===== src/rtl/shr_seq.sv =====
// Sequential right shifter (logical or arithmetic), one bit per SHIFT cycle.
// Define SHR_SEQ_FASTPATH_EN to shift two bits per cycle while two or more remain.
module shr_seq #(
    parameter int n = 32,
    parameter int s = 5
) (
    input  logic         clk,
    input  logic         rst_n,
    input  logic         start,
    input  logic [n-1:0] num,
    input  logic [s-1:0] shamt,
    input  logic         arith,
    output logic         busy,
    output logic         done,
    output logic [n-1:0] result
);

    // state | meaning
    // IDLE  | waiting for start; result holds the last value
    // SHIFT | working register shifting right, counter counting down
    // DONE  | publish working register to result and pulse done
    localparam logic [1:0] IDLE  = 2'd0;
    localparam logic [1:0] SHIFT = 2'd1;
    localparam logic [1:0] DONE  = 2'd2;

    logic [1:0]   r_state;
    logic [n-1:0] r_work;
    logic [s-1:0] r_cnt;
    logic         r_fill;
    logic         r_busy;
    logic         r_done;
    logic [n-1:0] r_result;

    always_ff @(posedge clk) begin
        if (!rst_n) begin
            r_state  <= IDLE;
            r_work   <= '0;
            r_cnt    <= '0;
            r_fill   <= 1'b0;
            r_busy   <= 1'b0;
            r_done   <= 1'b0;
            r_result <= '0;
        end else begin
            r_done <= 1'b0;
            case (r_state)
                IDLE: begin
                    if (start) begin
                        r_work  <= num;
                        r_cnt   <= shamt;
                        // Fill bit is resolved once here so SHIFT never looks at arith again.
                        r_fill  <= arith & num[n-1];
                        r_busy  <= 1'b1;
                        r_state <= (shamt == '0) ? DONE : SHIFT;
                    end
                end
                SHIFT: begin
`ifdef SHR_SEQ_FASTPATH_EN
                    if (r_cnt >= s'(2)) begin
                        r_work <= {{2{r_fill}}, r_work[n-1:2]};
                        r_cnt  <= r_cnt - s'(2);
                        if (r_cnt == s'(2)) begin
                            r_state <= DONE;
                        end
                    end else begin
                        r_work  <= {r_fill, r_work[n-1:1]};
                        r_cnt   <= r_cnt - s'(1);
                        r_state <= DONE;
                    end
`else
                    r_work <= {r_fill, r_work[n-1:1]};
                    r_cnt  <= r_cnt - s'(1);
                    if (r_cnt == s'(1)) begin
                        r_state <= DONE;
                    end
`endif
                end
                DONE: begin
                    r_done   <= 1'b1;
                    r_result <= r_work;
                    r_busy   <= 1'b0;
                    r_state  <= IDLE;
                end
                default: begin
                    r_busy  <= 1'b0;
                    r_state <= IDLE;
                end
            endcase
        end
    end

    assign busy   = r_busy;
    assign done   = r_done;
    assign result = r_result;

endmodule


===== config.mk =====
export PLATFORM = sky130hd
export DESIGN_NAME = shr_seq
export DESIGN_NICKNAME = d
export VERILOG_FILES = /design/src/rtl/shr_seq.sv
export SDC_FILE = /design/constraint.sdc
export NUM_CORES = 1
export LEC_CHECK = 0
export CAP_MARGIN = 40
export CORE_MARGIN = 5
export CORE_UTILIZATION = 50
export CTS_CLUSTER_SIZE = 20
export DETAILED_ROUTE_END_ITERATION = 10
export MAX_ROUTING_LAYER = met4
export PLACE_DENSITY_LB_ADDON = 0.12
export SLEW_MARGIN = 20
export SYNTH_ARGS = -nofsm -noshare
export SYNTH_HDL_FRONTEND = slang
export SYNTH_SLANG_ARGS = --single-unit

===== constraint.sdc =====
create_clock -name clk -period 1.5 [get_ports clk]
set_clock_uncertainty 0.05 [all_clocks]
set_input_delay 0.225 -clock clk [delete_from_list [all_inputs] [get_ports clk]]
set_output_delay 0.225 -clock clk [all_outputs]
set_load 0.01 [all_outputs]

After elaboration in Yosys (flattened, before gate mapping)
Index checks and enable logic that the tools add are counted.
{ "totals": {"inputBits": 41, "wordCells": 33, "ff_bits": 74} }
{ "op_classes": {"muxes": 11, "bitwise_logic": 2, "add_sub_neg": 1, "eq_ne": 5, "n_reduce_logical": 7} }
{ "ops": {"columns": ["op", "n"], "rows": [
  ["$pmux 32 s2", 1],
  ["$mux 32", 1],
  ["$pmux 5 s2", 1],
  ["$reduce_and 2->1", 4],
  ["$mux 2", 3],
  ["$eq 5x1->1 const B", 1],
  ["$logic_not 5->1", 1],
  ["$mux 5", 1],
  ["$sub 5x1->5 const B", 1],
  ["$ne 2x2->1 const B", 2],
  ["$pmux 2 s2", 1],
  ["$eq 2x1->1 const B", 1],
  ["$eq 2x2->1 const B", 1],
  ["$logic_not 2->1", 1],
  ["$mux 1", 2],
  ["$pmux 1 s2", 1],
  ["$reduce_bool 2->1", 1],
  ["$and 1x1->1", 1],
  ["$not 1->1", 1]
]} }

Depth between registers and ports, before layout
Gate-level depths: netlist of the first run.
{ "depth": {"word_depth": 4, "depth_mapped": 6} }

Worst setup path before layout of the first run
No wires, ideal clock.
{ "synth_path": {"path_type": "reg2reg", "startpoint": "reg r_state[0]", "endpoint": "reg r_work[15]", "path_stages_with_launch": 7, "t_required_ps": 1361, "setup_time_ps": 89, "arrival_time_ps": 1123, "path_buffers": 3, "path_slack_ps": 238, "cell_sequence": "dfxtp_1 > buf_6 > nor2b_4 > buf_12 > buf_12 > nand2_1 > a311oi_2"} }
{ "synth_via": {"elab_chain_cells": 3, "elab_cells_between_ends": 6, "cone_classes": "eq/ne (2); mux (1); reduce/logical (3)"} }
{ "synth_lines": {"columns": ["item", "line", "rtl"], "rows": [
  ["from (decl)", "26", "logic [1:0] r_state;"],
  ["from (signal assigned)", "53", "r_state <= (shamt == '0) ? DONE : SHIFT;"],
  ["$eq 2x1->1 or $logic_not 2->1 (tied branches)", "45", "case (r_state)"],
  ["$reduce_bool 2->1 (no source line) or $ne 2x2->1 (tied branches)", null, null],
  ["$reduce_and 2->1 (no source line)", null, null],
  ["to (signal assigned)", "48", "r_work <= num;"],
  ["to (signal assigned)", "70", "r_work <= {r_fill, r_work[n-1:1]};"],
  ["to (decl)", "27", "logic [n-1:0] r_work;"]
]} }
Parallel ways exist; a longest one is shown, timed or not.
A chain may end at the register's enable or synchronous reset.

Worst setup path in the final report of the first run
{ "layout_path": {"startpoint": "reg r_result[17] (netlist: result[17])", "endpoint": "out result[17]"} }
{ "layout_rtl": {"columns": ["item", "line", "rtl"], "rows": [
  ["from (decl)", "32", "logic [n-1:0] r_result;"],
  ["from (signal assigned)", "79", "r_result <= r_work;"],
  ["to (decl)", "15", "output logic [n-1:0] result"]
]} }
No word-level cell between the ends.

==> results of run 1 <==
-- state kept, by name, indices dropped and copies added, names as in the netlist --
signal / count
busy: 1
result: 32
done: 1
r_cnt: 5
r_state: 2
r_fill: 1
r_work: 32
-- cell type report --
class | instances | area share, %
clock inverters | 4 | 1.18
inverters | 5 | 0.432
clock buffers | 12 | 3.34
well taps | 77 | 2.22
flip-flops and latches | 74 | 34.1
repair buffers | 99 | 23.6
multi-input cells | 269 | 35.1
-- cell families (layout without fill, tap and decap cells) --
| family | Yosys count | after routing | share of synthesized area (%) |
|---|---|---|---|
| xor gates and xnor gates | 1 | 1 | 0.270 |
| buffers and inverters | 38 | 120 | 7.70 |
| adders and majority gates | 2 | 2 | 0.770 |
| DFF | 74 | 74 | 45.6 |
| AOI/OAI and AO/OA | 85 | 85 | 23.1 |
| and+or+nand+nor | 181 | 181 | 22.6 |
-- layer usage --
metal | vias up | routed length, um | share of wire (%)
li1 | 1455 | - | -
met1 | 1327 | 3430 | 44
met2 | 69 | 3920 | 50
met3 | 6 | 401 | 5.1
met4 | 0 | 91 | 1.2
met5 | - | 0 | 0
-- cell usage in the layout, fill, tap and decap left out, types with 2 or more instances in the layout --
master                            Yosys  final
sky130_fd_sc_hd__a211oi_1             2      2
sky130_fd_sc_hd__a311oi_2            26     26
sky130_fd_sc_hd__buf_12               4      7
sky130_fd_sc_hd__ha_1                 2      2
sky130_fd_sc_hd__dfxtp_1             74     74
sky130_fd_sc_hd__nor3b_1              3      3
sky130_fd_sc_hd__inv_1                4      4
sky130_fd_sc_hd__dlygate4sd2_1        0     19
sky130_fd_sc_hd__o21ai_0              3      3
sky130_fd_sc_hd__nor3_1               2      2
sky130_fd_sc_hd__dlymetal6s2s_1       0     13
sky130_fd_sc_hd__nand2_1            131    131
sky130_fd_sc_hd__clkbuf_8             0     10
sky130_fd_sc_hd__nor2_1              35     35
sky130_fd_sc_hd__clkdlybuf4s50_1      0     42
sky130_fd_sc_hd__buf_4                4     17
sky130_fd_sc_hd__a31oi_1              2      2
sky130_fd_sc_hd__a21oi_1             36     36
sky130_fd_sc_hd__clkbuf_1             8      2
sky130_fd_sc_hd__a311oi_1             6      6
-- stage by stage --
| stage | cells | instance area [um^2] | setup WS, ps | util [%] |
|---|---|---|---|---|
| after detailed placement | 524 | 4140 | -140 | 65.1 |
| after CTS | 540 | 4310 | 0.514 | 67.9 |
| final | 540 | 4350 | 29.2 | 68.5 |
| after global placement | 524 | 4140 | -161 | 65.1 |
| after floorplan | 381 | 3250 | 238 | - |
| after global routing | 540 | 4350 | 1.94 | 68.5 |
-- worst max-delay path by stage --
stage | from | to | slack (ps) | depth (start not counted)
after detailed placement | shamt[2] | r_state[0]$_SDFFE_PN0P_ | -140 | 4
after floorplan | r_state[0]$_SDFFE_PN0P_ | r_work[15]$_SDFFE_PN0P_ | 240 | 6
after global placement | shamt[1] | r_state[0]$_SDFFE_PN0P_ | -160 | 4
final | result[17]$_SDFFE_PN0P_ | result[17] | 30 | 1
after global routing | r_state[0]$_SDFFE_PN0P_ | r_work[7]$_SDFFE_PN0P_ | 2 | 4
after CTS | result[21]$_SDFFE_PN0P_ | result[21] | 0.5 | 1
-- power breakdown --
| part | switching (mW) | total (mW) | internal (mW) |
|---|---|---|---|
| registers | 0.130 | 2.25 | 2.12 |
| logic | 0.474 | 0.942 | 0.468 |
| clock network | 0.731 | 1.55 | 0.816 |
==> metrics.log, run 1 <==
INFO  metric syn_area_per_cell = 8.53 um^2
INFO  metric hold-worst-slack = 401 ps
INFO  metric syn-cell-area = 3250 um^2
INFO  metric synthCells = 381
INFO  metric port_buffers = 74
INFO  metric power_density = 1090 nW/um^2
INFO  metric reg2reg_setup_slack = 90 ps
INFO  metric global_route.usage.met1 = 24.7%
INFO  metric grt.total_usage = 20.6%
INFO  metric layout-area-overhead-vs-synth = 33.8%
INFO  metric cts_buffers = 9
INFO  metric globalplace.congestion = 0.901
INFO  metric detailedRoute.firstIterationViolations = 137
INFO  metric netlist_top_cells_count = sky130_fd_sc_hd__nand2_1, sky130_fd_sc_hd__dfxtp_1, sky130_fd_sc_hd__a21oi_1
INFO  metric vias_per_cell = 5.29
INFO  metric max_freq = 680 MHz
INFO  metric insertedDiodeCount = 0
INFO  metric critical_path.max_fanout = 2
INFO  metric floorplan.core_area = 6350 um^2
INFO  metric count_of_clock_tree_sinks = 74
INFO  metric yosysWarnings = 0
INFO  metric die_height = 90.6 um
INFO  metric synth_most_common_cell = sky130_fd_sc_hd__nand2_1
INFO  metric multiInputGateArea = 1530 um^2
INFO  metric drtAntennaViolNets = 0
INFO  metric post-route-min-period = 1470 ps
INFO  metric setup_viol_count_final = 0
INFO  metric grt_total_ovfl = 0
INFO  metric share_of_post_route_cells_with_drive_strength_above_1 = 15.3%
INFO  metric timing.final.crit_share = 98.1%
INFO  metric synth_seq_cells = 74
INFO  metric die_w = 90.6 um
INFO  metric die_area = 8210 um^2
INFO  metric first_global_vias = 2873
INFO  metric timing.critical_path.from_type = register
INFO  metric setup_tns_final = 0 ps
INFO  metric cp_slowest_stage_delay = 530 ps
INFO  metric drt_first_pass_iters = 4
INFO  metric cts-root-buf = sky130_fd_sc_hd__clkbuf_8
INFO  metric wirelength = 7840 um
INFO  metric final-seq-area = 1480 um^2
INFO  metric synth.top_cells.by_area = sky130_fd_sc_hd__dfxtp_1, sky130_fd_sc_hd__nand2_1, sky130_fd_sc_hd__a311oi_2, sky130_fd_sc_hd__a21oi_1, sky130_fd_sc_hd__nor2_1
INFO  metric crit_path_max_delay_cell_type = sky130_fd_sc_hd__clkdlybuf4s50_1
INFO  metric ctsLongestPathBuffers = 2
INFO  metric status = finished clean
INFO  metric yosys_cell_types = 40
INFO  metric grt_start_max_net_pins = 34
INFO  metric finish.net_count = 501
INFO  metric hold_violations = 0
INFO  metric timing.critical_path.cells = clkdlybuf4s50_1
INFO  metric grt_setup_unrepaired = false
INFO  metric clkTransAtPathRegs = 80 ps
INFO  metric met3_usage = 3.58%
INFO  metric critPathBufInv = 1
INFO  metric residual_drc_count = 0
INFO  metric synthArstFlopShare = 0%
INFO  metric cp_data_required_time = 1220 ps
INFO  metric avgRoutedWirePerCell = 14.5 um
INFO  metric final-max-slew-violation-count = 0
INFO  metric synth_sequential_area_ratio = 45.6%
INFO  metric cts.hold.buffers_added = 0
INFO  metric worst_r2r_src = r_state[0]$_SDFFE_PN0P_
INFO  metric tritoncts = yes
INFO  metric mappedNetlistNets = 424
INFO  metric global_route.peak_usage_layer = met2
INFO  metric worst_r2r_path_depth = 4
INFO  metric power.total = 4.74 mW
INFO  metric max-vdd-ir-drop = 0.000720 V
INFO  metric hold_path_class = reg -> reg
INFO  metric r2r-end = r_work[28]$_SDFFE_PN0P_
INFO  metric worst_hold_path.num_cells = 2
INFO  metric cts_setup_buffers = 0
INFO  metric num_rows = 29
INFO  metric grt.met2_usage = 34.4%
INFO  metric maxSlewHeadroom = 70.9%
INFO  metric htreeDepth = 3
INFO  metric crit_type = reg -> out
INFO  metric worst_skew_pair.late_latency = 340 ps
INFO  metric cap_violations = 0
INFO  metric first_pass_grt_wire_length = 13600 um
INFO  metric min_to = result[19]$_SDFFE_PN0P_
INFO  metric antenna_violations_before_repair = 0
INFO  metric synth_flop_cell = sky130_fd_sc_hd__dfxtp_1
INFO  metric postCtsResizedCells = 19
INFO  metric power.leakage = 1.89 nW
INFO  metric proportion_of_netlist_area_held_by_the_largest_area_contributor = 45.6%
INFO  metric floorplan.io_pins = 75
INFO  metric count_of_fill_cells_added_during_filler_insertion = 568
INFO  metric synth.largest_area_cell = sky130_fd_sc_hd__dfxtp_1
INFO  metric end_kind = output port
INFO  metric detailroute.via_count = 2857
INFO  metric critical_path.top_delay_family = buffers and inverters
INFO  metric worst-endpoint-arrival = 1200 ps
INFO  metric dp_hpwl = 5500 um
INFO  metric worst-slew-pin-transition = 431 ps
INFO  metric hold_path.startpoint = result[19]$_SDFFE_PN0P_
INFO  metric synth_enable_flop_cells = 0
INFO  metric initial_utilization = 51.2%
(Power assumes the default switching activity.)
==> inputs of run 2 (changes only) <==
HOLD_SLACK_MARGIN = 0.03   (was default)
==> results of run 2 <==
Final layout, timing and power as in run 1 (identical DEF).
==> variant: new RTL, flow settings as in run 1 <==
The option `SHR_SEQ_FASTPATH_EN` is turned on by a define.
--- a/src/rtl/shr_seq.sv
+++ b/src/rtl/shr_seq.sv
@@ -1,5 +1,7 @@
 // Sequential right shifter (logical or arithmetic), one bit per SHIFT cycle.
 // Define SHR_SEQ_FASTPATH_EN to shift two bits per cycle while two or more remain.
+`define SHR_SEQ_FASTPATH_EN
+
 module shr_seq #(
     parameter int n = 32,
     parameter int s = 5
Formal check against the unedited RTL: not equivalent (Yosys sat finds a counterexample within 4 cycles, from zero or initial values and one cycle with rst_n low).
==> variant against run 1 <==
- highest routed layer unchanged
- critical path depth up 5
- count of clock-buffer cells in the layout unchanged
- cell area up 15%
- routed wire length up 31%
- setup slack worse by 0.036 ns
- core utilization up 1.3 points
- sequential cell count unchanged
- largest power group unchanged
- the run now ends with negative setup slack left
- area after synthesis up 13%
- power up 13%
==> variant: results (changes against run 1) <==
- Status: complete, but fails checks
- Violated checks: negative setup slack
- Worst rel slew slack: 81.0% (+10 points)
- Initial DRC count: 299 (+120%)
- Mux contribution to synthesized area: 0% (unchanged)
- WL final: 10.3 mm (+31%)
- Reg2reg path depth: 6 (+2)
- Adder-cell share of the synthesized area: 1.37% (+0.60 points)
- Hold slack: 0.293 ns (-0.108 ns)
- Worst hold start: rst_n
- Final WS setup: -0.00682 ns (-0.0360 ns)
- Routability congestion estimate from global placement: 0.864 (-4.1%)
- Post-DP HPWL: 6.54 mm (+19%)
- Critical Path AT: 1.73 ns (+0.53 ns)
- Synth top area cells: dfxtp_1 40%, nand3_1 9.2%, nand2_1 7.1%
- Root buffer cell: clkbuf_8
- Routed via count: 3,877 (+36%)
- Share of cells above drive strength 1: 12.6% (-2.8 points)
- Crit-path max cell delay: 0.38 ns (-0.15 ns)
- Clock transition at path regs: 0.07 ns
- Worst Hold Endpoint: r_cnt[0]
- First-pass GRT wire length: 16.1 mm (+19%)
- Pre-antenna DRT Iters: 5 (+1)
- Nets: 630 (+26%)
- Vias in the first global route: 3,479 (+21%)
- Leakage: 0.00217 µW (+15%)
- CP max stage cell: dfxtp_4
- Largest net degree at the start of global routing: 73 (+110%)
- Clock buffer depth: 2 (unchanged)
- DP Area: 0.00463 mm² (+12%)
- R2R Path End: r_work[5]
- Top post-synthesis cells by count: 74 x dfxtp_1, 69 x nand2_1, 67 x nand3_1
- Async S/R FF share, synth: 0% (unchanged)
- Setup violations, final: 1 (+1)
- CTS Buf Count: 9 (unchanged)
- Antenna Cells: 0 (unchanged)
- Hold path depth: 3 (+1)
- Syn_nets: 549 (+29%)
- Maximum fanout along the worst path: 6 (+4)
- H-tree depth: 3 (unchanged)
- Synth Area in Compound Gates: 24.8% (+1.7 points)
- Distinct cells, synth: 33 (-18%)
- XOR/XNOR Fraction of Synth Area: 0.479% (+0.21 points)
- Worst hold path type: in2reg
- Seq/Total Area, Yosys: 40.5% (-5.1 points)
- Reg-to-Reg Start: r_cnt[1]
- PortBufs: 74 (unchanged)
- GRT Overall Usage: 22.5% (+1.9 points)
- Worst IR Drop VDD: 627 µV (-13%)
==> variant: changes by cell type after synthesis, sizes merged, moves of 3 or more <==
cell / change
o21ai: +33
a31oi: +32
inv: +32
a21boi: +34
a311oi: -32
nor3b: -3
nand3: +66
nand2: -62
nor2: +5
clkbuf: +13
nand2b: +4
==> variant: worst max path at each step <==
stage,startpoint,to,slack (ns)
global route,r_cnt[0],r_work[5],-0.07
finish,r_cnt[1],r_work[5],-0.007
detailed placement,start,r_cnt[0],-0.17
floorplan,r_cnt[1],r_cnt[2],0.02
CTS,r_cnt[1],r_work[25],-0.008
global placement,start,r_cnt[0],-0.13
==> variant: area by class of cell <==
class	count	area [µm²]
Sequential cell	74	1490
Timing Repair Buffer	114	1140
Multi-Input combinational cell	349	1930
Fill cell	616	2170
Inverter	37	141
Tap cell	99	124
Clock inverter	3	40.0
Clock buffer	12	145
==> variant: kinds of logic (layout without fill, tap and decap cells) <==
group,Yosys count,count (layout)
buf+inv,82,166
compound gates,150,150
xor+xnor,2,2
fa+ha+maj,4,4
flops,74,74
simple gates,192,193
==> variant: repair_timing <==
item	in CTS	in global routing
pin swaps	2	19
cloned	0	4
setup buffers	0	3
endpoints found under the setup margin	53	45
resized for setup	31	31
==> variant: per-layer routing <==
| metal | wire length, µm | GRT usage (%) | vias to the layer above |
|---|---|---|---|
| met5 | 0 | - | - |
| met4 | 199 | 6.16 | 0 |
| met3 | 661 | 5.92 | 19 |
| met2 | 4930 | 36.1 | 165 |
| met1 | 4500 | 28.1 | 1813 |
| li1 | - | - | 1880 |
==> variant: worst max-delay path: cells and delay by family, from the launching register on <==
family	cells	cell delay [ns]
AOI/OAI and AO/OA	1	0.19
adders and majority gates	1	0.18
buffers and inverters	1	0.18
DFF	1	0.38
and+or+nand+nor	3	0.46
==> variant: power by group <==
part / switching (µW) / leakage (µW) / internal (µW) / total (µW)
registers: 162 / 0.000608 / 2130 / 2290
clock network: 714 / 0.0000962 / 801 / 1520
logic: 831 / 0.00147 / 712 / 1540
==> variant: stage by stage <==
step                std cells  total power, µW   TNS, ns  worst slack [ns]
global placement          666             3550     -2.81            -0.128
global route              688             5620    -0.176           -0.0695
finish                    688             5350  -0.00682          -0.00682
floorplan                 504             3080         0            0.0163
CTS                       681             5090   -0.0122          -0.00831
detailed placement        666             3570     -4.16            -0.171
